`src/rtl/simon3264_round_pipeline_if.sv`:
```
// Block/key/tag handshake between the cipher-core controller, the SIMON 32/64
// pipeline and the ciphertext writer.
interface simon3264_round_pipeline_if #(
  parameter int TAG_W = 11
);
  logic             in_valid;
  logic             in_ready;
  logic [31:0]      in_plaintext;
  logic [63:0]      in_key;
  logic [TAG_W-1:0] in_tag;
  logic             out_valid;
  logic             out_ready;
  logic [31:0]      out_ciphertext;
  logic [TAG_W-1:0] out_tag;
  logic             busy;

  modport master (
    output in_valid, in_plaintext, in_key, in_tag, out_ready,
    input  in_ready, out_valid, out_ciphertext, out_tag, busy
  );

  modport slave (
    input  in_valid, in_plaintext, in_key, in_tag, out_ready,
    output in_ready, out_valid, out_ciphertext, out_tag, busy
  );
endinterface

```
`src/rtl/simon3264_round_pipeline.sv`:
```
// Unrolled SIMON 32/64 encryption pipeline: ROUNDS_PER_STAGE rounds per register
// stage, key schedule carried alongside each block, single global stall.
module simon3264_round_pipeline #(
  parameter int ROUNDS_PER_STAGE = 4,
  parameter int TAG_W            = 11
) (
  input  logic                     clk,
  input  logic                     rst,
  simon3264_round_pipeline_if.slave bus
);
  localparam int STAGES = 32 / ROUNDS_PER_STAGE;
  // z0 sequence; character i from the left sits at bit 61-i
  localparam logic [61:0] Z0 =
    62'b11111010001001010110000111001101111101000100101011000011100110;

  if (!(ROUNDS_PER_STAGE == 1 || ROUNDS_PER_STAGE == 2 || ROUNDS_PER_STAGE == 4 ||
        ROUNDS_PER_STAGE == 8 || ROUNDS_PER_STAGE == 16 || ROUNDS_PER_STAGE == 32))
  begin : g_bad_rounds
    $error("ROUNDS_PER_STAGE must be 1, 2, 4, 8, 16 or 32");
  end

  function automatic logic [15:0] rol16(input logic [15:0] v, input int unsigned n);
    return (v << n) | (v >> (16 - n));
  endfunction

  logic             st_valid [STAGES];
  logic [31:0]      st_state [STAGES];
  logic [63:0]      st_key   [STAGES];
  logic [5:0]       st_rnd   [STAGES];
  logic [TAG_W-1:0] st_tag   [STAGES];
  logic [STAGES-1:0] valid_vec;
  logic             adv;

  assign adv = ~st_valid[STAGES-1] | bus.out_ready;

  for (genvar s = 0; s < STAGES; s++) begin : g_stage
    logic             src_valid;
    logic [31:0]      src_state;
    logic [63:0]      src_key;
    logic [5:0]       src_rnd;
    logic [TAG_W-1:0] src_tag;
    logic [15:0]      cx, cy, cnx, ct, knew;
    logic [63:0]      ck;
    logic [5:0]       crnd;

    if (s == 0) begin : g_src_in
      assign src_valid = bus.in_valid;
      assign src_state = bus.in_plaintext;
      assign src_key   = bus.in_key;
      assign src_rnd   = 6'd0;
      assign src_tag   = bus.in_tag;
    end else begin : g_src_prev
      assign src_valid = st_valid[s-1];
      assign src_state = st_state[s-1];
      assign src_key   = st_key[s-1];
      assign src_rnd   = st_rnd[s-1];
      assign src_tag   = st_tag[s-1];
    end

    // ck holds {k[i+3], k[i+2], k[i+1], k[i]} for the round currently applied
    always_comb begin
      cx   = src_state[31:16];
      cy   = src_state[15:0];
      ck   = src_key;
      crnd = src_rnd;
      ct   = '0;
      knew = '0;
      cnx  = '0;
      for (int j = 0; j < ROUNDS_PER_STAGE; j++) begin
        ct   = rol16(ck[63:48], 13) ^ ck[31:16];
        ct   = ct ^ rol16(ct, 15);
        knew = ~ck[15:0] ^ ct ^ {15'd0, Z0[6'd61 - crnd]} ^ 16'h0003;
        cnx  = cy ^ ((rol16(cx, 1) & rol16(cx, 8)) ^ rol16(cx, 2)) ^ ck[15:0];
        cy   = cx;
        cx   = cnx;
        ck   = {knew, ck[63:16]};
        crnd = crnd + 6'd1;
      end
    end

    always_ff @(posedge clk) begin
      if (rst) begin
        st_valid[s] <= 1'b0;
        st_state[s] <= '0;
        st_key[s]   <= '0;
        st_rnd[s]   <= '0;
        st_tag[s]   <= '0;
      end else if (adv) begin
        st_valid[s] <= src_valid;
        st_state[s] <= {cx, cy};
        st_key[s]   <= ck;
        st_rnd[s]   <= crnd;
        st_tag[s]   <= src_tag;
      end
    end

    assign valid_vec[s] = st_valid[s];
  end

  assign bus.in_ready       = adv;
  assign bus.out_valid      = st_valid[STAGES-1];
  assign bus.out_ciphertext = st_state[STAGES-1];
  assign bus.out_tag        = st_tag[STAGES-1];
  assign bus.busy           = |valid_vec;
endmodule

```
`src/flat_wrapper.sv`:
```
// flat-port wrapper written by rule: the top's interface ports become plain ports
module simon3264_round_pipeline_flat 
#(
  parameter int ROUNDS_PER_STAGE = 4,
  parameter int TAG_W            = 11
)
  (clk, rst, bus_in_valid, bus_in_plaintext, bus_in_key, bus_in_tag, bus_out_ready, bus_in_ready, bus_out_valid, bus_out_ciphertext, bus_out_tag, bus_busy);
  simon3264_round_pipeline_if #(.TAG_W(TAG_W)) bus_i ();
  input  logic clk;
  input  logic rst;
  input wire logic [$bits(bus_i.in_valid)-1:0] bus_in_valid;
  input wire logic [$bits(bus_i.in_plaintext)-1:0] bus_in_plaintext;
  input wire logic [$bits(bus_i.in_key)-1:0] bus_in_key;
  input wire logic [$bits(bus_i.in_tag)-1:0] bus_in_tag;
  input wire logic [$bits(bus_i.out_ready)-1:0] bus_out_ready;
  output wire logic [$bits(bus_i.in_ready)-1:0] bus_in_ready;
  output wire logic [$bits(bus_i.out_valid)-1:0] bus_out_valid;
  output wire logic [$bits(bus_i.out_ciphertext)-1:0] bus_out_ciphertext;
  output wire logic [$bits(bus_i.out_tag)-1:0] bus_out_tag;
  output wire logic [$bits(bus_i.busy)-1:0] bus_busy;
  assign bus_i.in_valid = bus_in_valid;
  assign bus_i.in_plaintext = bus_in_plaintext;
  assign bus_i.in_key = bus_in_key;
  assign bus_i.in_tag = bus_in_tag;
  assign bus_i.out_ready = bus_out_ready;
  assign bus_in_ready = bus_i.in_ready;
  assign bus_out_valid = bus_i.out_valid;
  assign bus_out_ciphertext = bus_i.out_ciphertext;
  assign bus_out_tag = bus_i.out_tag;
  assign bus_busy = bus_i.busy;
  simon3264_round_pipeline #(.ROUNDS_PER_STAGE(ROUNDS_PER_STAGE), .TAG_W(TAG_W)) u_core (.clk(clk), .rst(rst), .bus(bus_i));
endmodule
```
`config.mk`:
```
export PLATFORM = sky130hd
export DESIGN_NAME = simon3264_round_pipeline_flat
export DESIGN_NICKNAME = d
export VERILOG_FILES = /design/src/rtl/simon3264_round_pipeline_if.sv /design/src/rtl/simon3264_round_pipeline.sv /design/src/flat_wrapper.sv
export SDC_FILE = /design/constraint.sdc
export NUM_CORES = 2
export LEC_CHECK = 0
export CAP_MARGIN = 0
export CORE_MARGIN = 2
export CORE_UTILIZATION = 35
export CTS_CLUSTER_DIAMETER = 60
export DETAILED_ROUTE_END_ITERATION = 6
export PLACE_DENSITY_LB_ADDON = 0.3
export SYNTH_ARGS = -nofsm -noshare
export SYNTH_HDL_FRONTEND = slang
export SYNTH_SLANG_ARGS = --single-unit
```
`constraint.sdc`:
```
create_clock -name clk -period 17.5 [get_ports clk]
set_input_delay 2.625 -clock clk [delete_from_list [all_inputs] [get_ports clk]]
set_output_delay 2.625 -clock clk [all_outputs]
set_load 0.02 [all_outputs]
```
[Word level (Yosys, flattened, before mapping)]
Memory sizes are Yosys's and may differ from the RTL's.
Index checks and enable logic that the tools add are counted.
Cells by class
  multiplexer cells: 73
  bitwise gates (word level): 522
  reduce and logical (&&, ||, !) cells: 1
  magnitude comparators: 28
  $add $sub $neg: 56
Operators by type and width (number)
  16-bit bitwise XOR: 192
  16-bit AND: 32
  64-bit 2-to-1 mux: 8
  16-bit inverter: 32
  16-bit by 1-bit bitwise OR with 16-bit output: 32
  16-bit by 13-bit bitwise OR with 16-bit output: 32
  16-bit by 15-bit bitwise OR with 16-bit output: 32
  16-bit by 2-bit bitwise OR with 16-bit output: 32
  16-bit by 8-bit bitwise OR with 16-bit output: 32
  16-bit by 1-bit bitwise XOR with 16-bit output: 28
  32-bit 2-to-1 mux: 8
  6-bit by 7-bit less-than comparator with 1-bit output, second input constant: 28
  6-bit by 1-bit adder with 6-bit output, second input constant: 28
  6-bit subtractor, first input constant: 28
  11-bit 2-to-1 mux: 8
  2-bit inverter: 32
  6-bit 2-to-1 mux: 8
  1-bit 2-to-1 mux: 41
  1-bit bitwise OR: 41
  8-bit OR reduction: 1
  1-bit inverter: 5
Storage, ports and cells
  flip-flop bits (word level): 0
  bits in read-only memories: 1792
  memories kept: 33
  logic and storage cells: 713
  bits in writable memories: 912
  output and inout bits: 46
Memory list
  u_core.st_key: depth 8, width 64, read ports 7, clocked after Yosys merged registers in 0, write ports 8, RTL line simon3264_round_pipeline.sv:28  | logic [63:0] st_key [STAGES];
  u_core.st_state: depth 8, width 32, read ports 8, clocked after Yosys merged registers in 0, write ports 8, RTL line simon3264_round_pipeline.sv:27  | logic [31:0] st_state [STAGES];
  u_core.st_tag: depth 8, width 11, read ports 8, clocked after Yosys merged registers in 0, write ports 8, RTL line simon3264_round_pipeline.sv:30  | logic [TAG_W-1:0] st_tag [STAGES];
  (no name shown): depth 64, width 1, read ports 1, clocked after Yosys merged registers in 0, write ports 0, RTL line simon3264_round_pipeline.sv:72  | knew = ~ck[15:0] ^ ct ^ {15'd0, Z0[6'd61 - crnd]} ^ 16'h0003;
  (no name shown): depth 64, width 1, read ports 1, clocked after Yosys merged registers in 0, write ports 0, RTL line simon3264_round_pipeline.sv:72
  (no name shown): depth 64, width 1, read ports 1, clocked after Yosys merged registers in 0, write ports 0, RTL line simon3264_round_pipeline.sv:72
  +27 memories

[Depth between registers and ports, before layout]
An unclocked memory read counts as a cell.
  depth in word-level cells: 30
  mapped depth: 11

[Worst setup path before layout]
OpenSTA, ideal clock, no wires.
  path kind: in2reg
  start point: input port bus_out_ready
  end point: memory u_core.st_key[0][0], enable pin
  required time: 16647 ps
  stages: 2
  arrival time: 12615 ps
  slack: 4032 ps
  buffers on the path: 0
  path through: nand2b_1 -> or2_2
RTL lines
  start: declaration: RTL line flat_wrapper.sv:15  | input wire logic [$bits(bus_i.out_ready)-1:0] bus_out_ready;
  end: declaration: RTL line simon3264_round_pipeline.sv:28

==> impl_metrics.prom <==
# TYPE chip_impl_metric gauge
chip_impl_metric{name="die_w",unit="um"} 446
chip_impl_info{name="rsz0062_at_grt",value="false"} 1
chip_impl_metric{name="antenna_violating_nets_post_route",unit=""} 0
chip_impl_metric{name="setup_viol",unit=""} 0
chip_impl_info{name="synth.area.top_cells",value="sky130_fd_sc_hd__edfxtp_1, sky130_fd_sc_hd__xnor2_1, sky130_fd_sc_hd__xnor3_1, sky130_fd_sc_hd__xor2_1, sky130_fd_sc_hd__nor2_1"} 1
chip_impl_metric{name="number_of_enable_type_register_cells_in_the_synthesized_netlist",unit=""} 818
chip_impl_info{name="hp-class",value="flip-flop to flip-flop"} 1
chip_impl_metric{name="global_route.usage.met3",unit=""} 0.0411
chip_impl_metric{name="start_util",unit=""} 0.352
chip_impl_info{name="status",value="completed"} 1
chip_impl_info{name="synthMostInstantiatedCell",value="sky130_fd_sc_hd__xnor2_1"} 1
chip_impl_metric{name="yosys.cell_types.count",unit=""} 50
chip_impl_metric{name="grt_pass1_wl",unit="um"} 324000
chip_impl_metric{name="grt_antenna_before_repair",unit=""} 3
chip_impl_metric{name="post_route_cells_drive_above_1_share",unit=""} 0.0483
chip_impl_metric{name="die_h",unit="um"} 446
chip_impl_metric{name="setup_total_negative_slack",unit="ns"} 0
chip_impl_metric{name="clk_sinks",unit=""} 818
chip_impl_metric{name="grt_util_met1",unit=""} 0.321
chip_impl_metric{name="cts-buffers-inserted",unit=""} 104
chip_impl_metric{name="post_cts.resized_instances",unit=""} 0
chip_impl_metric{name="antenna_diode_count",unit=""} 0
chip_impl_metric{name="worst_skew_pair_latency",unit="ns"} 0.76
chip_impl_metric{name="max-slew-margin-rel",unit=""} 0.233
chip_impl_metric{name="fraction_of_registers_with_async_set_or_reset_after_synthesis",unit=""} 0
chip_impl_metric{name="max_cap_viol_count",unit=""} 0
chip_impl_metric{name="global_route.usage.total",unit=""} 0.228
chip_impl_metric{name="finalWeightedCongestion",unit=""} 0.977
chip_impl_metric{name="critical_path.max_fanout",unit=""} 77
chip_impl_metric{name="worst_ep_required_time",unit="ns"} 17.86
chip_impl_metric{name="first_global_vias",unit=""} 42718
chip_impl_metric{name="share_of_the_synthesized_area_in_the_top_cell_type",unit=""} 0.359
chip_impl_metric{name="finalNetCount",unit=""} 5756
chip_impl_metric{name="std_cell_rows",unit=""} 162
chip_impl_metric{name="core_area",unit="mm2"} 0.195
chip_impl_metric{name="syn-cell-area",unit="mm2"} 0.0684
chip_impl_info{name="cp-end-kind",value="flip-flop"} 1
chip_impl_metric{name="final_max_slew_viol_count",unit=""} 0
chip_impl_info{name="synth_area_leader",value="sky130_fd_sc_hd__edfxtp_1"} 1
chip_impl_metric{name="drtPass1Iterations",unit=""} 5
chip_impl_metric{name="hpwlAfterDp",unit="um"} 184000
chip_impl_metric{name="yosys_warnings",unit=""} 0
chip_impl_metric{name="cts.hold.buffers_added",unit=""} 0
chip_impl_metric{name="port_bufs",unit=""} 156
chip_impl_info{name="tritoncts_clock_tree",value="built"} 1
chip_impl_info{name="clock_tree.root_cell",value="sky130_fd_sc_hd__clkbuf_16"} 1
chip_impl_info{name="critPathLaunchType",value="input pin"} 1
chip_impl_metric{name="postCtsSetupRepairBufs",unit=""} 0
chip_impl_metric{name="syn_inst",unit=""} 5589
chip_impl_metric{name="fin_worst_hold_slack",unit="ns"} 0.511
chip_impl_info{name="path_class",value="input pin to flip-flop"} 1
chip_impl_metric{name="synth_seq_area_share",unit=""} 0.359
chip_impl_metric{name="route.final.wire_length",unit="um"} 229000
chip_impl_metric{name="clk_path_buf_depth",unit=""} 3
chip_impl_metric{name="grt_util_met2",unit=""} 0.362
chip_impl_metric{name="register_bit_total_from_synthesis",unit=""} 818
chip_impl_metric{name="route.vias.total",unit=""} 42598
chip_impl_info{name="grt_most_used_layer",value="met2"} 1
chip_impl_metric{name="htree_levels",unit=""} 3
chip_impl_metric{name="cts.clk_slew.worst_paths",unit="ns"} 0.06
chip_impl_metric{name="final_hold_viol_count",unit=""} 0
chip_impl_metric{name="syn_area_per_cell",unit="um2"} 12.2
chip_impl_metric{name="drt_first_iter_violations",unit=""} 4692
chip_impl_metric{name="timing.final.crit_share",unit=""} 0.379
chip_impl_metric{name="max_slew.worst_pin.slew",unit="ns"} 1.14
chip_impl_metric{name="post_drt_wl_per_cell",unit="um"} 27.7
chip_impl_metric{name="drt_drc_violations_left",unit=""} 0
chip_impl_info{name="synth_ff_type",value="sky130_fd_sc_hd__edfxtp_1"} 1
chip_impl_metric{name="post_drt_via_cell_ratio",unit=""} 5.16
chip_impl_metric{name="synth_net_count",unit=""} 5719
chip_impl_metric{name="area_growth_syn_to_layout",unit="%"} 10.8
chip_impl_metric{name="ioPinCount",unit=""} 157
chip_impl_metric{name="worstPathArrival",unit="ns"} 7.00
chip_impl_metric{name="die_outline_area",unit="mm2"} 0.199
chip_impl_metric{name="pin_count_of_the_biggest_net_entering_global_routing",unit=""} 156
chip_impl_metric{name="finClkSkew",unit="ns"} 0.0397
chip_impl_metric{name="min_period",unit="ns"} 6.64
chip_impl_metric{name="clock.fmax",unit="GHz"} 0.151
chip_impl_metric{name="global_route.overflow_total",unit=""} 0
chip_impl_info{name="top_cell_types_by_occurrence_after_synthesis",value="sky130_fd_sc_hd__xnor2_1, sky130_fd_sc_hd__edfxtp_1, sky130_fd_sc_hd__xnor3_1"} 1
routing by layer:
metal	vias up	wire, um
met1	21618	99000
met5	-	22
met4	4	5930
met2	1707	105000
li1	18992	-
met3	277	19200
path summary, 6_finish.rpt:
kind | cells after the start | from | end | slack [ns]
max | 6 | bus_out_ready | u_core.st_key[3][32] | 10.86
min | 1 | u_core.st_tag[5][1] | u_core.st_tag[6][1] | 0.51
max reg2reg | 5 | u_core.st_valid[7] | u_core.st_key[3][32] | 12.75
min reg2reg | 1 | u_core.st_tag[5][1] | u_core.st_tag[6][1] | 0.51
cells by family (layout without fill, tap and decap cells):
group,Yosys count,in the layout,synth area share
buf+inv,268,393,0.0164
xor+xnor,2810,2810,0.500
fa+ha+maj,19,19,0.00348
mux,8,8,0.00174
simple gates,1502,1502,0.102
flops,818,818,0.359
compound gates,164,164,0.0173
stage by stage:
| step | instance area (um2) | setup slack, ns | utilization | std cells |
|---|---|---|---|---|
| after floorplan | 68400 | 4.03 | - | 5589 |
| after global placement | 72300 | 10.07 | 0.372 | 8062 |
| after detailed placement | 72300 | 10.11 | 0.372 | 8062 |
| after CTS | 75800 | 10.90 | 0.389 | 8256 |
| after global routing | 75800 | 10.60 | 0.389 | 8256 |
| final | 75800 | 10.86 | 0.389 | 8256 |
critical path, cell delays in order:
cell and delay, ns:
sky130_fd_sc_hd__clkdlybuf4s50_1 0.45, sky130_fd_sc_hd__nand2b_1 0.20, sky130_fd_sc_hd__or2_4 0.78, sky130_fd_sc_hd__buf_4 0.82, sky130_fd_sc_hd__buf_4 0.94, sky130_fd_sc_hd__buf_4 0.84
cell usage in the layout, fill, tap and decap left out, types with 133 or more instances in the layout:
| master | instances |
|---|---|
| sky130_fd_sc_hd__edfxtp_1 | 818 |
| sky130_fd_sc_hd__nand3_1 | 133 |
| sky130_fd_sc_hd__nand2_1 | 400 |
| sky130_fd_sc_hd__xnor2_1 | 1520 |
| sky130_fd_sc_hd__xor2_1 | 576 |
| sky130_fd_sc_hd__clkdlybuf4s50_1 | 156 |
| sky130_fd_sc_hd__xnor3_1 | 580 |
| sky130_fd_sc_hd__nor2_1 | 507 |
| sky130_fd_sc_hd__and2_1 | 181 |
sequential cells by signal, summed over array words and instances (netlist names):
register,flops
u_core.st_key,448
u_core.st_tag,88
u_core.st_state,256
u_core.st_rnd,18
u_core.st_valid,8
area by class of cell:
type	instances	area, um2
inverter	20	82.6
fill	18681	119000
sequential	818	24600
clock buffer	119	2680
timing repair buffer	179	1770
clock inverter	75	767
tap	2542	3180
multi-input combinational	4503	42700
Power is not shown: default switching activity piles up to over one toggle a cycle in this logic, so the estimate is an artifact.
